===== src/rtl/db15_pkg.sv =====
// Shared types and constants for the DB15 joystick serial reader.
// Bit-index constants follow the player word map LS FEDCBAUDLR with bit 0 = R.
package db15_pkg;

  localparam int DB15_BITS        = 32;
  localparam int DB15_PLAYER_BITS = 16;

  localparam int DB15_BIT_R     = 0;
  localparam int DB15_BIT_L     = 1;
  localparam int DB15_BIT_DOWN  = 2;
  localparam int DB15_BIT_U     = 3;
  localparam int DB15_BIT_A     = 4;
  localparam int DB15_BIT_B     = 5;
  localparam int DB15_BIT_C     = 6;
  localparam int DB15_BIT_BTN_D = 7;
  localparam int DB15_BIT_E     = 8;
  localparam int DB15_BIT_F     = 9;
  localparam int DB15_BIT_S     = 10;
  localparam int DB15_BIT_SPARE = 11;

  typedef enum logic [2:0] {
    ST_IDLE,
    ST_LOAD,
    ST_SHIFT_LO,
    ST_SHIFT_HI,
    ST_GAP
  } db15_state_e;

endpackage


===== src/rtl/db15_serial_reader_if.sv =====
// Adapter pins plus published player words; master is the reader, slave is the
// adapter/consumer side.
interface db15_serial_reader_if import db15_pkg::*; ();

  logic                        JOY_DATA;
  logic                        JOY_CLK;
  logic                        JOY_LOAD;
  logic [DB15_PLAYER_BITS-1:0] joystick1;
  logic [DB15_PLAYER_BITS-1:0] joystick2;
  logic                        frame_valid;

  modport master (
    input  JOY_DATA,
    output JOY_CLK,
    output JOY_LOAD,
    output joystick1,
    output joystick2,
    output frame_valid
  );

  modport slave (
    output JOY_DATA,
    input  JOY_CLK,
    input  JOY_LOAD,
    input  joystick1,
    input  joystick2,
    input  frame_valid
  );

endinterface


===== src/rtl/db15_tick_gen.sv =====
// Free-running divider producing a one-clk tick every DIV clocks; each tick
// marks one half-period of the adapter shift clock.
module db15_tick_gen #(
  parameter int DIV = 24
) (
  input  logic clk,
  input  logic reset_n,
  output logic tick
);

  localparam int CW = $clog2(DIV);

  logic [CW-1:0] cnt_q, cnt_d;

  always_comb begin
    cnt_d = cnt_q + 1'b1;
    if (cnt_q == CW'(DIV - 1)) cnt_d = '0;
  end

  always_ff @(posedge clk or negedge reset_n) begin
    if (!reset_n) cnt_q <= '0;
    else          cnt_q <= cnt_d;
  end

  assign tick = (cnt_q == CW'(DIV - 1));

endmodule


===== src/rtl/db15_serial_reader.sv =====
// DB15 UserIO serial front-end: loads the adapter, shifts 32 bits, publishes two
// active-high player words. Optional frame debounce via DB15_DEBOUNCE_EN.
module db15_serial_reader import db15_pkg::*; #(
  parameter int DIV       = 24,
  parameter int GAP_TICKS = 1000
) (
  input  logic                  clk,
  input  logic                  reset_n,
  db15_serial_reader_if.master  bus
);

  logic tick;

  db15_tick_gen #(.DIV(DIV)) tickGen (
    .clk     (clk),
    .reset_n (reset_n),
    .tick    (tick)
  );

  db15_state_e                 state_q, state_d;
  logic                        syncMeta_q, dataS_q;
  logic [4:0]                  bitcnt_q, bitcnt_d;
  logic                        loadCnt_q, loadCnt_d;
  logic [15:0]                 gapCnt_q, gapCnt_d;
  logic [DB15_BITS-1:0]        sr_q, sr_d;
  logic                        joyClk_q, joyClk_d;
  logic                        joyLoad_q, joyLoad_d;
  logic [DB15_PLAYER_BITS-1:0] joy1_q, joy1_d;
  logic [DB15_PLAYER_BITS-1:0] joy2_q, joy2_d;
  logic                        fv_q, fv_d;
  logic                        publish;
`ifdef DB15_DEBOUNCE_EN
  logic [DB15_BITS-1:0]        cand_q, cand_d;
  logic                        candValid_q, candValid_d;
`endif

  always_comb begin
    state_d   = state_q;
    bitcnt_d  = bitcnt_q;
    loadCnt_d = loadCnt_q;
    gapCnt_d  = gapCnt_q;
    sr_d      = sr_q;
    joyClk_d  = joyClk_q;
    joyLoad_d = joyLoad_q;
    publish   = 1'b0;
`ifdef DB15_DEBOUNCE_EN
    cand_d      = cand_q;
    candValid_d = candValid_q;
`endif
    if (tick) begin
      case (state_q)
        ST_IDLE: begin
          state_d   = ST_LOAD;
          joyLoad_d = 1'b0;
          loadCnt_d = 1'b0;
        end
        ST_LOAD: begin
          if (loadCnt_q) begin
            state_d   = ST_SHIFT_LO;
            joyLoad_d = 1'b1;
            bitcnt_d  = '0;
          end else begin
            loadCnt_d = 1'b1;
          end
        end
        ST_SHIFT_LO: begin
          sr_d[bitcnt_q] = dataS_q;
          joyClk_d       = 1'b1;
          state_d        = ST_SHIFT_HI;
        end
        ST_SHIFT_HI: begin
          joyClk_d = 1'b0;
          if (bitcnt_q == 5'd31) begin
            state_d  = ST_GAP;
            gapCnt_d = '0;
`ifdef DB15_DEBOUNCE_EN
            // Only a frame identical to the held candidate is trusted.
            publish     = candValid_q && (cand_q == sr_q);
            cand_d      = sr_q;
            candValid_d = 1'b1;
`else
            publish = 1'b1;
`endif
          end else begin
            bitcnt_d = bitcnt_q + 5'd1;
            state_d  = ST_SHIFT_LO;
          end
        end
        ST_GAP: begin
          if (gapCnt_q == 16'(GAP_TICKS - 1)) begin
            state_d   = ST_LOAD;
            joyLoad_d = 1'b0;
            loadCnt_d = 1'b0;
          end else begin
            gapCnt_d = gapCnt_q + 16'd1;
          end
        end
        default: state_d = ST_IDLE;
      endcase
    end
  end

  // Buttons are active-low on the wire; both words load in the same edge.
  always_comb begin
    joy1_d = joy1_q;
    joy2_d = joy2_q;
    fv_d   = 1'b0;
    if (publish) begin
      joy1_d = ~sr_q[DB15_PLAYER_BITS-1:0];
      joy2_d = ~sr_q[DB15_BITS-1:DB15_PLAYER_BITS];
      fv_d   = 1'b1;
    end
  end

  always_ff @(posedge clk or negedge reset_n) begin
    if (!reset_n) begin
      state_q     <= ST_IDLE;
      syncMeta_q  <= 1'b0;
      dataS_q     <= 1'b0;
      bitcnt_q    <= '0;
      loadCnt_q   <= 1'b0;
      gapCnt_q    <= '0;
      sr_q        <= '0;
      joyClk_q    <= 1'b0;
      joyLoad_q   <= 1'b1;
      joy1_q      <= '0;
      joy2_q      <= '0;
      fv_q        <= 1'b0;
`ifdef DB15_DEBOUNCE_EN
      cand_q      <= '0;
      candValid_q <= 1'b0;
`endif
    end else begin
      state_q     <= state_d;
      syncMeta_q  <= bus.JOY_DATA;
      dataS_q     <= syncMeta_q;
      bitcnt_q    <= bitcnt_d;
      loadCnt_q   <= loadCnt_d;
      gapCnt_q    <= gapCnt_d;
      sr_q        <= sr_d;
      joyClk_q    <= joyClk_d;
      joyLoad_q   <= joyLoad_d;
      joy1_q      <= joy1_d;
      joy2_q      <= joy2_d;
      fv_q        <= fv_d;
`ifdef DB15_DEBOUNCE_EN
      cand_q      <= cand_d;
      candValid_q <= candValid_d;
`endif
    end
  end

  assign bus.JOY_CLK     = joyClk_q;
  assign bus.JOY_LOAD    = joyLoad_q;
  assign bus.joystick1   = joy1_q;
  assign bus.joystick2   = joy2_q;
  assign bus.frame_valid = fv_q;

endmodule


===== src/flat_wrapper.sv =====
// flat-port wrapper written by rule: the top's interface ports become plain ports
module db15_serial_reader_flat import db15_pkg::*;
#(
  parameter int DIV       = 24,
  parameter int GAP_TICKS = 1000
)
  (clk, reset_n, bus_JOY_DATA, bus_JOY_CLK, bus_JOY_LOAD, bus_joystick1, bus_joystick2, bus_frame_valid);
  db15_serial_reader_if bus_i ();
  input  logic clk;
  input  logic reset_n;
  input wire logic [$bits(bus_i.JOY_DATA)-1:0] bus_JOY_DATA;
  output wire logic [$bits(bus_i.JOY_CLK)-1:0] bus_JOY_CLK;
  output wire logic [$bits(bus_i.JOY_LOAD)-1:0] bus_JOY_LOAD;
  output wire logic [$bits(bus_i.joystick1)-1:0] bus_joystick1;
  output wire logic [$bits(bus_i.joystick2)-1:0] bus_joystick2;
  output wire logic [$bits(bus_i.frame_valid)-1:0] bus_frame_valid;
  assign bus_i.JOY_DATA = bus_JOY_DATA;
  assign bus_JOY_CLK = bus_i.JOY_CLK;
  assign bus_JOY_LOAD = bus_i.JOY_LOAD;
  assign bus_joystick1 = bus_i.joystick1;
  assign bus_joystick2 = bus_i.joystick2;
  assign bus_frame_valid = bus_i.frame_valid;
  db15_serial_reader #(.DIV(DIV), .GAP_TICKS(GAP_TICKS)) u_core (.clk(clk), .reset_n(reset_n), .bus(bus_i));
endmodule

===== config.mk =====
export PLATFORM = sky130hd
export DESIGN_NAME = db15_serial_reader_flat
export DESIGN_NICKNAME = d
export VERILOG_FILES = /design/src/rtl/db15_pkg.sv /design/src/rtl/db15_serial_reader_if.sv /design/src/rtl/db15_tick_gen.sv /design/src/rtl/db15_serial_reader.sv /design/src/flat_wrapper.sv
export SDC_FILE = /design/constraint.sdc
export NUM_CORES = 1
export LEC_CHECK = 0
export ABC_AREA = 0
export CELL_PAD_IN_SITES_DETAIL_PLACEMENT = 1
export CELL_PAD_IN_SITES_GLOBAL_PLACEMENT = 2
export CORE_ASPECT_RATIO = 1.4
export CORE_MARGIN = 3
export CORE_UTILIZATION = 42
export CTS_BUF_LIST = sky130_fd_sc_hd__clkbuf_4
export DETAILED_ROUTE_END_ITERATION = 12
export GPL_TIMING_DRIVEN = 0
export HOLD_SLACK_MARGIN = 0.1
export PLACE_DENSITY = 0.86
export REMOVE_ABC_BUFFERS = 1
export SYNTH_ARGS = -nofsm -noshare
export SYNTH_HDL_FRONTEND = slang
export SYNTH_SLANG_ARGS = --single-unit

===== constraint.sdc =====
create_clock -name clk -period 3 [get_ports clk]
set_clock_uncertainty 0.1 [all_clocks]
set_input_delay 0.45 -clock clk [delete_from_list [all_inputs] [get_ports clk]]
set_output_delay 0.45 -clock clk [all_outputs]
set_load 0.02 [all_outputs]

==> Word level (Yosys, flattened, before mapping) <==
Index checks and enable logic that the tools add are counted.
{ "totals": {"regBits": 99, "latchBits": 0, "mem_bits_rw": 0, "mem_bits_ro": 0, "output_inout_bits": 35, "word_cells": 68, "mem_count": 0} }
{ "classes": {"addsub": 3, "mul": 0, "n_div": 0, "magnitude_cmp": 2, "n_eq_ne": 12, "shift": 0, "mux": 23, "bitwise_logic": 2, "reduce_logical": 13} }
{ "op_table": {"columns": ["op", "n"], "rows": [
  ["$bwmux 32", 1],
  ["$mux 16", 2],
  ["$not 16->16", 2],
  ["$pmux 16 s2", 1],
  ["$add 16x1->16 const B", 1],
  ["$eq 16x10->1 const B", 1],
  ["$mux 5", 3],
  ["$pmux 3 s5", 1],
  ["$reduce_and 4->1", 3],
  ["$add 5x1->5 const B", 2],
  ["$eq 5x5->1 const B", 2],
  ["$pmux 5 s2", 1],
  ["$mux 3", 3],
  ["$mux 1", 7],
  ["$eq 3x2->1 const B", 2],
  ["$lt 5x6->1 const B", 1],
  ["$ne 2x1->1 const B", 3],
  ["$pmux 1 s3", 2],
  ["$reduce_and 3->1", 2],
  ["$reduce_bool 2->1", 3],
  ["$demux 1 s5", 1],
  ["$ge 5x1->1 const B", 1],
  ["$ne 2x2->1 const B", 2],
  ["$reduce_and 2->1", 2],
  ["other kinds (6)", 6]
]} }

==> Longest topological paths before layout <==
Gate-level depths: netlist (run 1).
{ "logic_depth": {"depth_word": 5, "mapped_depth": 9, "depth_no_buf": 7} }

==> Hierarchy <==
A second synthesis (run 1) with hierarchy kept.
{ "hier_totals": {"hier_cells": 410, "hier_area_um2": 4468.0} }
{ "modules_own_cells": {"columns": ["mod", "instances", "cells_each", "area_each_um2"], "rows": [
  ["db15_serial_reader", 1, 395, 4251.6],
  ["db15_tick_gen", 1, 15, 216.5]
]} }

==> Worst setup path after synthesis (run 1) <==
Ideal clock, no wire load.
{ "synth_timing": {"path_type": "register to register", "from": "register u_core.bitcnt_q[0]", "to": "register u_core.gapCnt_q[4]", "setup_time_ps": 129, "arrival_ps": 1840, "t_required_ps": 2771, "slack_ps": 931, "stages_incl_launch_ff": 10, "path_cell_list": "dfrtp_1 ha_1 and3_1 ha_1 nand2_1 or3_1 clkbuf_1 buf_2 o211ai_1 o31ai_1"} }
{ "synth_between": {"elab_chain_len": 3} }
{ "synth_lines": {"columns": ["element", "line", "source"], "rows": [
  ["start: declaration", "db15_serial_reader.sv:22", "logic [4:0] bitcnt_q, bitcnt_d;"],
  ["start signal: assignment", "db15_serial_reader.sv:137", "bitcnt_q <= bitcnt_d;"],
  ["$eq 5x5->1", "db15_serial_reader.sv:73", "if (bitcnt_q == 5'd31) begin"],
  ["$ne 2x1->1 (no line)", null, null],
  ["$reduce_and 4->1 (no line)", null, null],
  ["end signal: assignment", "db15_serial_reader.sv:139", "gapCnt_q <= gapCnt_d;"],
  ["end: declaration", "db15_serial_reader.sv:24", "logic [15:0] gapCnt_q, gapCnt_d;"]
]} }
Every way passes these cells.
A chain may end at the register's enable or synchronous reset.

==> Final worst setup path (run 1) <==
{ "layout_timing": {"from": "register u_core.bitcnt_q[0]", "to": "register u_core.joy2_q[11] (netlist: u_core.bus.joystick2[11])"} }
{ "layout_between": {"elab_chain_len": 4} }
{ "layout_lines": {"columns": ["element", "line", "source"], "rows": [
  ["$eq 5x5->1", "db15_serial_reader.sv:73", null],
  ["$mux 1", "db15_serial_reader.sv:73", null],
  ["$mux 1", "db15_serial_reader.sv:51", "case (state_q)"],
  ["$mux 1", "db15_serial_reader.sv:50", "if (tick) begin"],
  ["end signal: assignment", "db15_serial_reader.sv:144", "joy2_q <= joy2_d;"],
  ["end: declaration", "db15_serial_reader.sv:29", "logic [DB15_PLAYER_BITS-1:0] joy2_q, joy2_d;"]
]} }
Every way passes these cells.

==> results.yml, run 1 <==
outcome:
  status: "finished clean"
drt:
  wire_per_inst_um: 16.4
  ant_nets: 0
  drtPass1Iterations: 4
  drc: 0
  vias_per_cell: 5.50
  vias: 3202
  postRouteWirelength_um: 9530
  drt_iter0_markers: 72
floorplanning:
  dieWidth_um: 92.9
  fp.dieH_um: 128
  placementRows: 43
  ios: 38
  initial_core_util_pct: 43.9
  dieArea_um2: 11900
  core-area_um2: 10100
clocking:
  cts_resized: 0
  path_clk_slew_ns: 0.14
  cts_tree: "yes"
  clk_latency_ns: 0.47
  cts_root_buffer: "clkbuf_4"
  cts.htree.levels: 3
  clock_sinks: 99
  cts_buffers: 9
  cts_buffer_depth: 2
logic_synthesis:
  async_reset_ff_share_pct: 100
  yosys_warnings: 0
  yosysUniqueCellTypes: 51
  synthFlopType: "dfrtp_1"
  netlist_area_um2: 4440
  synth_area_per_cell_um2: 10.8
  synth_top_area_share_pct: 55.2
  netlist_top_cells_area: "dfrtp_1 55%, mux2_2 8.1%, nand2_1 4.3%"
  syn_inst: 413
  synth-seq-cells: 99
  synth_edf_count: 0
  ys_seq_area_share_pct: 55.8
  yosysTopAreaCell: "dfrtp_1"
global_routing:
  antenna_found_initial: 0
  grt_max_degree: 65
  grt_use_total_pct: 17.8
  grt_first_pass_wirelength_um: 16800
  grt_pass1_vias: 3444
  grt_overflow: 0
sta:
  fin_tns_setup_ns: 0
  tightest_slew_ns: 0.946
  max_freq_mhz: 372
  rsz0062_at_grt: "false"
  relSlewSlack_pct: 36.9
  period_needed_ns: 2.69
  drv_slew: 0
  finalHoldViolCount: 0
  setup_viol: 0
  post-route-period-util_pct: 89.7
critical_path:
  reg2reg_depth: 8
  worst-r2r-setup-slack_ns: 0.31
  end_kind: "flip-flop"
  r2r-start: "u_core.bitcnt_q[0]"
  crit_path_max_fanout: 48
  cp.arrival_ns: 2.95
  critPathKind: "flip-flop to flip-flop"
  critPathRequiredTime_ns: 3.26
  worstSetupStartpointType: "flip-flop"
  r2r_end: "u_core.bus.joystick2[11]"
layout:
  n_antenna_cell: 0
  final_common_cell: "dfrtp_1"
  final_cell_mix: "98 x dfrtp_1, 51 x nand2_1, 38 x nor2_1"
  syn2layout_area_growth_pct: 14.2
  drive_gt1_share_pct: 13.6
  register_area_um2: 2480
  fillers: 1159
  nets: 453
  multi_input_area_um2: 1840
pwr:
  ir_drop_mv: 0.219
  p_leak_uw: 0.00231
  total_power_uw: 2090
  power_density_nw_per_um2: 411
min_path:
  worstHoldPathType: "flip-flop to flip-flop"
  hold_path_end: "u_core.dataS_q"
  min_from: "u_core.syncMeta_q"
  whs_path_depth: 0
placed_design:
  hpwl_um: 6780
  place.gp.congestion: 0.782
  io_buffer_count: 37
run:
  cap_violations: 0
[state kept, by name, summed over array words and instances, names as in the netlist]
signal / cells
u_core.bus.joystick1: 16
u_core.bus.JOY_LOAD: 1
u_core.gapCnt_q: 16
u_core.bus.frame_valid: 1
u_core.loadCnt_q: 1
u_core.bus.JOY_CLK: 1
u_core.state_q: 3
u_core.tickGen.cnt_q: 5
u_core.bitcnt_q: 5
u_core.bus.joystick2: 16
u_core.dataS_q: 1
u_core.syncMeta_q: 1
u_core.sr_q: 32
[what timing repair did]
item	in CTS	in global routing
hold buffers	1	0
setup buffers	0	0
endpoints found under the hold margin	34	0
[power breakdown]
group,internal [µW],switching [µW]
Sequential,1340,6.12
Clock,271,443
Combinational,6.88,25.9
Total,1610,475
[worst max-delay path by stage]
| stage | start | end | slack (ns) | cells past startpoint |
|---|---|---|---|---|
| finish | u_core.bitcnt_q[0] | u_core.bus.joystick2[11] | 0.31 | 8 |
| global route | u_core.bitcnt_q[0] | u_core.bus.joystick2[12] | 0.12 | 7 |
| CTS | u_core.bitcnt_q[0] | u_core.bus.joystick2[15] | 0.29 | 8 |
| detailed placement | u_core.bitcnt_q[0] | u_core.bus.joystick2[15] | 0.33 | 8 |
| global placement | reset_n | u_core.gapCnt_q[14] | -2.33 | 1 |
| floorplan | u_core.bitcnt_q[0] | u_core.state_q[2] | 0.16 | 6 |
[cell families (layout without fill, tap and decap cells)]
family | count (synthesis) | count (layout) | synth area share, %
simple gates | 160 | 160 | 19.3
flops | 99 | 99 | 55.8
compound gates | 80 | 80 | 10.6
mux | 37 | 37 | 9.24
buf+inv | 29 | 63 | 2.84
fa+ha+maj | 7 | 7 | 1.97
xor+xnor | 1 | 1 | 0.197
[worst max-delay path: stages, from the launching register on]
cell	delay, ns
dfrtp_1	0.50
ha_1	0.25
and3_1	0.18
ha_1	0.28
nand2_1	0.15
or3_2	0.69
buf_12	0.27
nand2_1	0.08
o21ai_0	0.07
[synthesized netlist by cell type, types with 6 or more instances]
master	number
nand2_1	51
o21ai_1	14
nand3_1	24
dfrtp_1	98
clkbuf_1	8
a21oi_1	6
o21ai_0	36
nor2_1	38
mux2_2	32
ha_1	7
buf_2	10
inv_1	8
[final cells by class]
cell class              instances  share of cell area, %
inverters                       8                  0.592
well taps                     135                   3.33
clock inverters                 4                   1.01
repair buffers                 40                   8.38
flip-flops and latches         99                   48.8
clock buffers                  11                   1.63
multi-input cells             285                   36.2
[through the flow]
stage | utilization, % | instances | hold WS, ns | setup slack [ns] | instance area, µm²
detailed placement | 48.8 | 566 | 0.246 | 0.329 | 4930
CTS | 50.2 | 582 | 0.274 | 0.288 | 5080
finish | 50.2 | 582 | 0.273 | 0.308 | 5080
floorplan | - | 392 | 0.0544 | 0.163 | 4350
global route | 50.2 | 582 | 0.274 | 0.120 | 5080
global placement | 48.3 | 564 | 0.235 | -2.33 | 4890
[metal layers]
metal | up-vias | wire [µm] | global-route usage [%]
met4 | 0 | 148 | 6.38
met1 | 1625 | 3980 | 20.6
li1 | 1534 | - | -
met2 | 31 | 5160 | 32.4
met3 | 12 | 243 | 3.41
met5 | - | 0 | 0
Note: power is estimated with default switching activity, not from simulation.
==> inputs of run 2 (changes only) <==
Settings changed: CORE_MARGIN 3 to not set.
==> results.yml, run 2 (synthesis results as in run 1) <==
global_routing:
  grt_use_total_pct: 19.5
  grt_overflow: 0
  grt_first_pass_wirelength_um: 16400
  antenna_found_initial: 0
  grt_pass1_vias: 3341
  grt_max_degree: 72
clocking:
  cts_root_buffer: "clkbuf_4"
  cts_tree: "yes"
  clk_latency_ns: 0.45
  cts_buffers: 9
  clock_sinks: 99
  cts_resized: 0
  path_clk_slew_ns: 0.16
  cts.htree.levels: 3
  cts_buffer_depth: 2
  hold_buffers: 1
  postCtsSetupBuffers: 0
layout:
  fillers: 1191
  largest_reg_flops: 32
  final_cell_mix: "98 x dfrtp_1, 51 x nand2_1, 38 x nor2_1"
  syn2layout_area_growth_pct: 14.7
  top_register: "u_core.sr_q"
  nets: 453
  stdcell_count: 586
  n_antenna_cell: 0
  final_common_cell: "dfrtp_1"
  drive_gt1_share_pct: 13.8
pwr:
  combinationalPowerShare_pct: 1.6
  seq_power_share_pct: 63.1
  power_switching_uw: 516
  power_density_nw_per_um2: 418
  ir_drop_mv: 0.211
  netSwitchingFraction_pct: 24.2
  p_leak_uw: 0.00231
  internal_power_uw: 1610
  clkPwrFrac_pct: 35.4
floorplanning:
  ios: 38
  core-area_um2: 10300
  dieWidth_um: 88.9
  initial_core_util_pct: 42.9
  dieArea_um2: 11000
  placementRows: 44
  fp.dieH_um: 124
min_path:
  worstHoldPathType: "flip-flop to flip-flop"
drt:
  vias: 3170
  ant_nets: 0
  wire_per_inst_um: 16.2
  drt_iter0_markers: 88
  postRouteWirelength_um: 9490
  drc: 0
  drtPass1Iterations: 4
  vias_per_cell: 5.41
critical_path:
  cp.arrival_ns: 2.94
  crit_path_max_fanout: 48
  worstSetupStartpointType: "flip-flop"
  end_kind: "flip-flop"
  critPathRequiredTime_ns: 3.25
  critPathKind: "flip-flop to flip-flop"
placed_design:
  dpl.cell_count: 569
  io_buffer_count: 37
  hpwl_um: 6800
  place.gp.congestion: 0.786
outcome:
  status: "finished clean"
sta:
  post-route-period-util_pct: 89.6
  relSlewSlack_pct: 41.0
  period_needed_ns: 2.69
  max_freq_mhz: 372
  fin_tns_setup_ns: 0
  rsz0062_at_grt: "false"
  finalHoldViolCount: 0
  setup_viol: 0
  drv_slew: 0
  tightest_slew_ns: 0.885
run:
  cap_violations: 0
## run 2: cell count changes in the layout (fill, tap and decap cells not counted)
cell | previous run | this run
clkbuf_4 | 11 | 9
clkinv_2 | 1 | 0
clkinvlp_4 | 1 | 2
inv_6 | 1 | 3
inv_8 | 0 | 1
## run 2: layout make-up
class                           instances  area (µm²)  area share (%)
Multi-Input combinational cell        285        1840            36.1
Clock buffer                            9        67.6            1.33
Sequential cell                        99        2480            48.6
Inverter                                8        30.0           0.589
Timing Repair Buffer                   40         425            8.35
Clock inverter                          7        82.6            1.62
Tap cell                              138         173            3.39
## run 2: worst max-delay path, stage by stage, from the launching register on
cell	delay [ns]
dfrtp_1	0.50
ha_1	0.24
and3_1	0.17
ha_1	0.29
nand2_1	0.15
or3_2	0.69
buf_12	0.27
nand2_1	0.07
o21ai_0	0.09
## run 2: layer usage
layer,up-vias,routed length [µm],GRT usage (%)
met1,1596,3980,22.8
met4,0,167,7.56
met2,33,5170,35.3
met5,-,0,0
li1,1528,-,-
met3,13,176,2.98
## run 2: worst paths after layout
path                            cells after the start  slack, ns               start                        to
worst max-delay path                                8       0.31  u_core.bitcnt_q[0]  u_core.bus.joystick2[11]
worst min-delay path                                0       0.27   u_core.syncMeta_q            u_core.dataS_q
worst max register to register                      8       0.31  u_core.bitcnt_q[0]  u_core.bus.joystick2[11]
worst min register to register                      0       0.27   u_core.syncMeta_q            u_core.dataS_q
max in group asynchronous                           3       1.78             reset_n           u_core.sr_q[12]
min in group asynchronous                           2       0.34             reset_n   u_core.bus.joystick1[9]
## run 2: metrics by stage
| stage | cell area, µm² | util, % | hold slack [ns] | setup WS (ns) | power (µW) |
|---|---|---|---|---|---|
| finish | 5100 | 49.2 | 0.269 | 0.312 | 2130 |
| global route | 5100 | 49.2 | 0.292 | 0.118 | 2210 |
| CTS | 5100 | 49.2 | 0.272 | 0.287 | 2160 |
| detailed placement | 4940 | 47.7 | 0.237 | 0.312 | 1400 |
| global placement | 4890 | 47.2 | 0.235 | -2.32 | 1400 |
| floorplan | 4350 | - | 0.0544 | 0.163 | 1360 |
## run 2: power by group through the flow
stage | clock network, µW | logic (µW) | registers [µW]
after detailed placement | 0 | 34.8 | 1370
after global placement | 0 | 29.5 | 1370
after global routing | 826 | 39.4 | 1340
after floorplan | 0 | 0.334 | 1360
final | 753 | 33.1 | 1340
after CTS | 779 | 35.8 | 1340
==> inputs of run 3 (changes only) <==
Settings changed: GPL_TIMING_DRIVEN 0 to 1.
==> results.yml, run 3 (synthesis results as in run 1) <==
outcome:
  status: "finished clean"
floorplanning:
  placementRows: 44
  ios: 38
  fp.dieH_um: 124
  initial_core_util_pct: 42.9
  dieArea_um2: 11000
  core-area_um2: 10300
  dieWidth_um: 88.9
placed_design:
  hpwl_um: 6980
  io_buffer_count: 37
  place.gp.congestion: 0.755
  dpl.cell_count: 574
global_routing:
  grt_first_pass_wirelength_um: 16500
  grt_use_total_pct: 19.7
  antenna_found_initial: 0
  grt_overflow: 0
  grt_max_degree: 51
  grt_pass1_vias: 3382
critical_path:
  worst-path-stages: 8
  r2r-start: "u_core.bitcnt_q[0]"
  critPathKind: "flip-flop to flip-flop"
  crit_path_max_incr_delay_ns: 0.48
  crit_path_max_fanout: 44
  cp.arrival_ns: 2.67
  critical_path.cell_chain: "ha_1, and3_1, ha_1, nand2_1, or3_2, buf_4, nand2_1, o21ai_1"
  cpLargestDelayFamily: "simple AND/OR/NAND/NOR gates"
  reg2reg_depth: 8
  end_kind: "flip-flop"
  worstSetupStartpointType: "flip-flop"
  crit_slowest_cell: "dfrtp_1"
  r2r_end: "u_core.bus.joystick2[14]"
  critPathRequiredTime_ns: 3.25
  worst-r2r-setup-slack_ns: 0.58
  crit_buf_inv: 1
pwr:
  ir_drop_mv: 0.193
  clkPwrFrac_pct: 31.3
  power_density_nw_per_um2: 395
  netSwitchingFraction_pct: 24.4
  power_switching_uw: 488
  p_leak_uw: 0.00231
  internal_power_uw: 1510
  combinationalPowerShare_pct: 1.5
  seq_power_share_pct: 67.2
drt:
  ant_nets: 0
  vias: 3188
  vias_per_cell: 5.39
  drtPass1Iterations: 4
  drt_iter0_markers: 127
  wire_per_inst_um: 16.5
  drc: 0
  postRouteWirelength_um: 9750
sta:
  fin_tns_setup_ns: 0
  max_freq_mhz: 413
  setup_viol: 0
  finalHoldViolCount: 0
  tightest_slew_ns: 0.917
  post-route-period-util_pct: 80.8
  relSlewSlack_pct: 38.9
  period_needed_ns: 2.42
  drv_slew: 0
  rsz0062_at_grt: "false"
clocking:
  cts_tree: "yes"
  cts_buffers: 9
  cts_buffer_depth: 2
  path_clk_slew_ns: 0.15
  clk_latency_ns: 0.46
  cts_resized: 0
  clock_sinks: 99
  cts.htree.levels: 3
  cts_root_buffer: "clkbuf_4"
  postCtsSetupBuffers: 0
layout:
  syn2layout_area_growth_pct: 13.9
  multi_input_area_um2: 1840
  register_area_um2: 2480
  drive_gt1_share_pct: 14.6
  stdcell_count: 591
  n_antenna_cell: 0
  top_register: "u_core.sr_q"
  nets: 458
  final_cell_mix: "98 x dfrtp_1, 51 x nand2_1, 38 x nor2_1"
  largest_reg_flops: 32
  fillers: 1179
  final_common_cell: "dfrtp_1"
min_path:
  hold_path_end: "u_core.dataS_q"
  worstHoldPathType: "flip-flop to flip-flop"
  whs_path_depth: 0
  min_from: "u_core.syncMeta_q"
run:
  cap_violations: 0
## run 3: cell count changes in the layout (fill, tap and decap cells not counted)
cell and delta:
clkinv_1 +1, inv_8 -1, inv_6 -2, clkinv_2 +3, buf_16 -1, buf_4 +7, clkinv_4 +1, bufinv_16 -1
buf_12 -1, clkinvlp_4 -1
## run 3: final cells by class
cell class                      count  share of cell area, %
Sequential cell                    99                   49.0
Multi-Input combinational cell    285                   36.3
Timing Repair Buffer               45                   8.50
Tap cell                          138                   3.41
Clock buffer                        9                   1.33
Clock inverter                      7                  0.865
Inverter                            8                  0.593
## run 3: power by group through the flow
stage / Combinational (µW) / Sequential, µW / Clock (µW)
final: 30.9 / 1340 / 624
after global routing: 37.1 / 1340 / 700
after CTS: 33.3 / 1340 / 653
after detailed placement: 32.3 / 1370 / 0
after global placement: 31.6 / 1370 / 0
after floorplan: 0.334 / 1360 / 0
## run 3: metal layers
layer	GRT usage (%)	up-vias	share of wire [%]
met5	0	-	0
met4	7.66	0	1.7
met3	2.98	11	1.8
met2	35.8	41	54
met1	23.1	1597	43
li1	-	1539	-
## run 3: how the worst max path moves through the flow
stage | end | start | slack, ns
after global placement | u_core.bus.joystick2[11] | u_core.bitcnt_q[0] | 0.74
after CTS | u_core.bus.joystick2[14] | u_core.bitcnt_q[0] | 0.56
after detailed placement | u_core.bus.joystick2[14] | u_core.bitcnt_q[0] | 0.60
after floorplan | u_core.state_q[2] | u_core.bitcnt_q[0] | 0.16
after global routing | u_core.bus.joystick1[10] | u_core.bitcnt_q[0] | 0.42
final | u_core.bus.joystick2[14] | u_core.bitcnt_q[0] | 0.58
## run 3: metrics by stage
step	setup WS, ns	hold WS, ns	total power, µW	util, %	cell area, µm²
floorplan	0.163	0.0544	1360	-	4350
global placement	0.736	0.235	1400	47.7	4940
detailed placement	0.601	0.242	1400	47.7	4940
CTS	0.562	0.275	2030	48.9	5060
global route	0.421	0.291	2080	48.9	5060
finish	0.577	0.271	2000	48.9	5060
## run 3: what timing repair did
item                                    in CTS  in global routing
endpoints found under the hold margin       47                  0
hold buffers                                 1                  0
endpoints found under the setup margin       0                  0
## run 3: worst register-to-register path, cell delays in order, from the launching register on
cell,delay [ns]
dfrtp_1,0.48
ha_1,0.24
and3_1,0.18
ha_1,0.27
nand2_1,0.12
or3_2,0.45
buf_4,0.26
nand2_1,0.14
o21ai_1,0.08
